[src/rtl/bus_sync_pkg.sv]
// Shared constants and the edge-qualification helper for the bus synchroniser.
package bus_sync_pkg;

  localparam int unsigned EN_MODE_LEVEL  = 0;
  localparam int unsigned EN_MODE_TOGGLE = 0 + 1;
  localparam int unsigned NUM_STAGES_MIN = 2;
  localparam int unsigned NUM_STAGES_MAX = 4;

  // Level mode qualifies on a rising edge; toggle mode qualifies on any edge.
  function automatic logic qualify_edge(input int unsigned mode, input logic cur,
                                        input logic prev);
    return (mode == EN_MODE_TOGGLE) ? (cur ^ prev) : (cur & ~prev);
  endfunction

endpackage

[src/rtl/sync_chain.sv]
// Generic 1-bit multi-flop synchroniser with synchronous active-high reset.
module sync_chain #(
  parameter int unsigned NUM_STAGES = 2
) (
  input  logic sync_clk,
  input  logic sync_rst,
  input  logic d,
  output logic q
);

  logic [NUM_STAGES-1:0] stage_q;

  always_ff @(posedge sync_clk) begin
    if (sync_rst) begin
      stage_q <= '0;
    end else begin
      stage_q <= {stage_q[NUM_STAGES-2:0], d};
    end
  end

  assign q = stage_q[NUM_STAGES-1];

endmodule

[src/rtl/bus_sync.sv]
// Multi-bit bus transfer qualified by a synchronised enable, with a saturating transfer counter.
module bus_sync
  import bus_sync_pkg::*;
#(
  parameter int unsigned DATA_SIZE  = 8,
  parameter int unsigned NUM_STAGES = 2,
  parameter int unsigned EN_MODE    = 0,
  parameter int unsigned CNT_W      = 8
) (
  input  logic                 sync_clk,
  input  logic                 sync_rst,
  input  logic [DATA_SIZE-1:0] unsync_bus,
  input  logic                 bus_enable,
  output logic [DATA_SIZE-1:0] sync_bus,
  output logic                 enable_pulse,
  output logic [CNT_W-1:0]     xfer_cnt
);

  if (NUM_STAGES < NUM_STAGES_MIN || NUM_STAGES > NUM_STAGES_MAX) begin : g_bad_stages
    $error("bus_sync: NUM_STAGES out of range");
  end
  if (EN_MODE != EN_MODE_LEVEL && EN_MODE != EN_MODE_TOGGLE) begin : g_bad_mode
    $error("bus_sync: EN_MODE must be 0 or 1");
  end
  if (DATA_SIZE < 1 || DATA_SIZE > 64) begin : g_bad_width
    $error("bus_sync: DATA_SIZE out of range");
  end

  logic                 chain_out;
  logic                 prev_q;
  logic                 qualify;
  logic [DATA_SIZE-1:0] bus_q, bus_d;
  logic                 pulse_q, pulse_d;
  logic [CNT_W-1:0]     cnt_q, cnt_d;

  sync_chain #(
    .NUM_STAGES(NUM_STAGES)
  ) u_sync_chain (
    .sync_clk(sync_clk),
    .sync_rst(sync_rst),
    .d       (bus_enable),
    .q       (chain_out)
  );

  assign qualify = qualify_edge(EN_MODE, chain_out, prev_q);

  always_comb begin
    bus_d   = bus_q;
    pulse_d = 1'b0;
    cnt_d   = cnt_q;
    if (qualify) begin
      bus_d   = unsync_bus;
      pulse_d = 1'b1;
      if (cnt_q != '1) begin
        cnt_d = cnt_q + 1'b1;
      end
    end
  end

  always_ff @(posedge sync_clk) begin
    if (sync_rst) begin
      prev_q  <= 1'b0;
      bus_q   <= '0;
      pulse_q <= 1'b0;
      cnt_q   <= '0;
    end else begin
      prev_q  <= chain_out;
      bus_q   <= bus_d;
      pulse_q <= pulse_d;
      cnt_q   <= cnt_d;
    end
  end

  assign sync_bus     = bus_q;
  assign enable_pulse = pulse_q;
  assign xfer_cnt     = cnt_q;

endmodule

[config.mk]
export PLATFORM = sky130hd
export DESIGN_NAME = bus_sync
export DESIGN_NICKNAME = d
export VERILOG_FILES = /design/src/rtl/bus_sync_pkg.sv /design/src/rtl/sync_chain.sv /design/src/rtl/bus_sync.sv
export SDC_FILE = /design/constraint.sdc
export NUM_CORES = 1
export LEC_CHECK = 0
export BUFFER_PORTS_ARGS = -buffer_cell sky130_fd_sc_hd__buf_2
export CORE_MARGIN = 5
export CORE_UTILIZATION = 30
export CTS_CLUSTER_SIZE = 16
export DETAILED_ROUTE_END_ITERATION = 16
export GPL_ROUTABILITY_DRIVEN = 0
export PLACE_DENSITY = 0.51
export SYNTH_ARGS = -nofsm -noshare
export SYNTH_HDL_FRONTEND = slang
export SYNTH_HIERARCHICAL = 1
export SYNTH_SLANG_ARGS = --single-unit
[constraint.sdc]
create_clock -name sync_clk -period 2 [get_ports sync_clk]
set_input_delay 0.4 -clock sync_clk [delete_from_list [all_inputs] [get_ports sync_clk]]
set_output_delay 0.4 -clock sync_clk [all_outputs]
set_load 0.02 [all_outputs]
Yosys cells after proc, flatten, opt, wreduce, memory -nomap -nowiden
Index checks and enable logic that the tools add are counted.
Word-level totals
  logic and storage cells: 11
  flip-flop bits (word level): 20
Operators by class
  bitwise logic cells: 2
  reduce and logical (&&, ||, !) cells: 1
  $add $sub $neg: 1
  equality and inequality tests: 1
  mux-type cells: 1
Operators with widths (count)
  $add A8 B1 Y8 const B: 1
  $ne A8 B8 Y1 const B: 1
  $reduce_and A2 Y1: 1
  $and A1 B1 Y1: 1
  $mux W1: 1
  $not A1 Y1: 1

Depth between registers and ports, before layout
  word-level depth: 3
  mapped depth: 4
  gate-level depth less buffers: 4

Cells and area by module
The synthesis kept the hierarchy.
By module, submodules not included
  bus_sync: sequential area each 360.3 um^2, cells each 88, times used 1, area each 832.0 um^2
  sync_chain: sequential area each 40.0 um^2, cells each 4, times used 1, area each 52.6 um^2

Worst setup path before layout
Ideal clock, no wire load.
  path kind: register to register
  start: reg cnt_q[0] (netlist: xfer_cnt[0])
  end: reg cnt_q[5] (netlist: xfer_cnt[5])
  slack: 0.433 ns
  arrival: 1.445 ns
  cell stages (with the launch flop): 5
  path through: dfxtp_1 ha_1 and3_4 a211oi_2 mux2_4
On the way
  word-level cells in the longest chain between the ends: 2
  elaborated cells on any way between the ends: 3
Ends and longest elaborated chain
  start: declaration: line bus_sync.sv:34  | logic [CNT_W-1:0] cnt_q, cnt_d;
  start signal: assignment: line bus_sync.sv:70  | cnt_q <= cnt_d;
  parallel branches: the longest is 2 deep, another holds $add A8 B1 Y8
Several ways; the timed one is not identified.
A chain may end at the register's enable or synchronous reset.

Final worst setup path
Same ends and word-level chain as after synthesis.

==> run_results.csv <==
group,metric,value,unit
power_and_ir_drop,p_seq_share,51.9,%
worst_setup_path,critPathTopFamily,"flip-flops",
worst_setup_path,setup.worst_path.start,"xfer_cnt[0]$_SDFFE_PP0P_",
power_and_ir_drop,p_comb_share,6.9,%
global_route,antenna_found_initial,0,
worst_setup_path,crit_required,2200,ps
sta,fin_crit_sh,79.9,%
worst_hold_path,min_from,"bus_enable",
cells_and_area,finish.utilization,38.7,%
synth,syn_avg_cell_area,9.62,sq um
worst_setup_path,cp.buffers_inverters,0,
cts,cts_tree,"done",
global_route,first_global_vias,666,
route,routed_wl,1820,um
global_route,grt_use_total,8.66,%
cells_and_area,num-nets-final,132,
synth,synth_top_area_cell,"dfxtp_1",
cells_and_area,design_area,1080,sq um
sta,finalSetupTns,0,ps
route,vias,722,
power_and_ir_drop,power_density,742,nW/um^2
worst_setup_path,r2r-end,"xfer_cnt[5]$_SDFFE_PP0P_",
synth,ys.warnings.count,6,
sta,maxSlewHeadroom,70.7,%
sta,hold_violations,0,
worst_setup_path,arrival,1800,ps
cts,h-tree-depth,1,
synth,syn_inst,92,
cts,numCtsBuffers,3,
cts,cts_root_buf,"clkbuf_4",
worst_setup_path,r2r-start,"xfer_cnt[0]$_SDFFE_PP0P_",
route,drtIter0Drc,39,
power_and_ir_drop,leakage,0.462,nW
place,place_area,1020,sq um
floorplanning,core_area,2780,sq um
global_route,grt_pass1_wl,2950,um
power_and_ir_drop,p_switching,0.000165,W
synth,synth_fp_nets,104,
cts,clockBufferDepth,2,
flow_run,max_cap_violations,0,
floorplanning,start_util,31.8,%
cts,ctsHoldBuffers,0,
cells_and_area,drive_gt1_share,35.3,%
worst_setup_path,slowest_stage,"dfxtp_1",
route,antenna_left,0,
floorplanning,die_x,64.3,um
sta,fin_skew,1.25,ps
cts,postCtsSetupRepairBufs,0,
synth,yosys-top-cells-area,"dfxtp_1 45%, nand2_1 7.2%, a21oi_1 6.2%, nor2b_1 5.0%, mux2_4 3.4%",
synth,yosysSeqAreaShare,45.3,%
sta,worstMarginPinSlew,440,ps
cts,clk_pin_slew,110,ps
place,io_buffers,27,
synth,ys_types,29,
sta,rsz0062_at_grt,"false",
synth,synth_top_area_share,45.3,%
worst_setup_path,cp_cell_sequence,"ha_1 -> and3_4 -> a211oi_2 -> mux2_4",
worst_setup_path,cp-start-kind,"flip-flop",
cells_and_area,syn_to_final_growth,21.6,%
worst_hold_path,holdPathStages,2,
synth,ys_top_cells_by_count,"20 x dfxtp_1, 17 x nand2_1, 11 x a21oi_1",
power_and_ir_drop,pwr-share-clk,41.2,%
status,run_status,"completed",
sta,setup_viol,0,
power_and_ir_drop,p_sw_share,20.6,%
worst_hold_path,hold_path.class,"input pin to flip-flop",
synth,syn-cell-area,885,sq um
route,drc,0,
cells_and_area,diodes,0,
worst_setup_path,ff2ff_path_depth,4,
power_and_ir_drop,ir_worst_vdd,389,uV
synth,synth_ff_type,"dfxtp_1",
synth,ys_ff_latch,20,
cts,clock_sinks,20,
worst_setup_path,end_kind,"flip-flop",
global_route,grt_max_degree,24,
floorplanning,die_y,64.3,um
cts,cts_resized,0,
cts,worstSkewPairLatency,300,ps
power_and_ir_drop,p_int,0.000633,W
floorplanning,row_count,19,
floorplanning,die_area,4130,sq um
power_and_ir_drop,p_total,0.000798,W
floorplanning,num_io_pins,28,
global_route,gr-total-overflow,0,
worst_setup_path,slowest_delay,370,ps
route,vias_per_cell,4.81,
synth,synth_edf_count,0,
place,hpwl,1330,um
sta,slew_viol_final,0,
worst_setup_path,rrSetupSlack,400,ps
route,firstDrtPassIters,3,
sta,hold_ws,303,ps
worst_hold_path,holdPathEnd,"u_sync_chain/stage_q[0]$_SDFF_PP0_",
synth,async_flop_share,0,%
route,wl_per_cell,12.1,um
sta,fmax,626,MHz
worst_setup_path,crit_type,"flip-flop to flip-flop",
synth,synth.most_common_cell,"dfxtp_1",
worst_setup_path,crit_fanout,8,
sta,period_needed,1600,ps
-- stage by stage --
stage,cells,setup slack (ps)
finish,150,402
global route,150,322
CTS,150,405
detailed placement,146,429
global placement,146,478
floorplan,92,433
-- metal layers --
metal / vias up / global-route usage, % / wire, um
met5: - / 0 / 0
met3: 2 / 2.98 / 167
met2: 20 / 12.8 / 743
met1: 323 / 11.3 / 887
li1: 377 / - / -
met4: 0 / 3.82 / 22
-- final cells by class --
cell class                      instances  area [sq um]
Clock inverter                          1          30.0
Timing Repair Buffer                   28           143
Sequential cell                        20           400
Multi-Input combinational cell         67           442
Tap cell                               31          38.8
Fill cell                             300          1710
Clock buffer                            3          22.5
-- sequential cells by signal, indices dropped and copies added, names as in the netlist --
| name | count |
|---|---|
| enable_pulse | 1 |
| sync_bus | 8 |
| prev_q | 1 |
| xfer_cnt | 8 |
| u_sync_chain/stage_q | 2 |
-- worst max path at each step --
stage	to	depth (start not counted)
floorplan	xfer_cnt[5]$_SDFFE_PP0P_	4
global placement	xfer_cnt[5]$_SDFFE_PP0P_	4
detailed placement	xfer_cnt[5]$_SDFFE_PP0P_	4
CTS	xfer_cnt[5]$_SDFFE_PP0P_	4
global route	xfer_cnt[5]$_SDFFE_PP0P_	4
finish	xfer_cnt[5]$_SDFFE_PP0P_	4
-- cells in the final DEF, fill, tap and decap left out, drive strengths merged --
cell	count
a41oi	1
a211oi	2
nor2	3
and3	2
nor3b	1
a21oi	12
and4	2
buf	28
mux2	2
nand4b	2
dfxtp	20
and2b	1
nand2	17
mux2i	1
nand4	1
and2	1
a311oi	1
ha	1
nand2b	3
clkbuf	3
nand3	1
bufinv	1
nor3	2
a31oi	2
nor2b	7
and4b	2
-- power groups by stage --
stage               clock network [W]  registers, W   logic, W
floorplan                           0      0.000432  0.0000284
global placement                    0      0.000422  0.0000556
detailed placement                  0      0.000423  0.0000560
CTS                          0.000342      0.000414  0.0000562
global route                 0.000360      0.000416  0.0000606
finish                       0.000329      0.000414  0.0000552
-- kinds of logic (layout without fill, tap and decap cells) --
kind of cell	count (synthesis)	after routing	synth area share, %
muxes	3	3	4.53
AOI/OAI and AO/OA	18	18	14.3
buffers and inverters	5	32	4.81
and+or+nand+nor	45	45	29.7
DFF	20	20	45.3
adders and majority gates	1	1	1.41
Power figures use the tool's default switching activity.
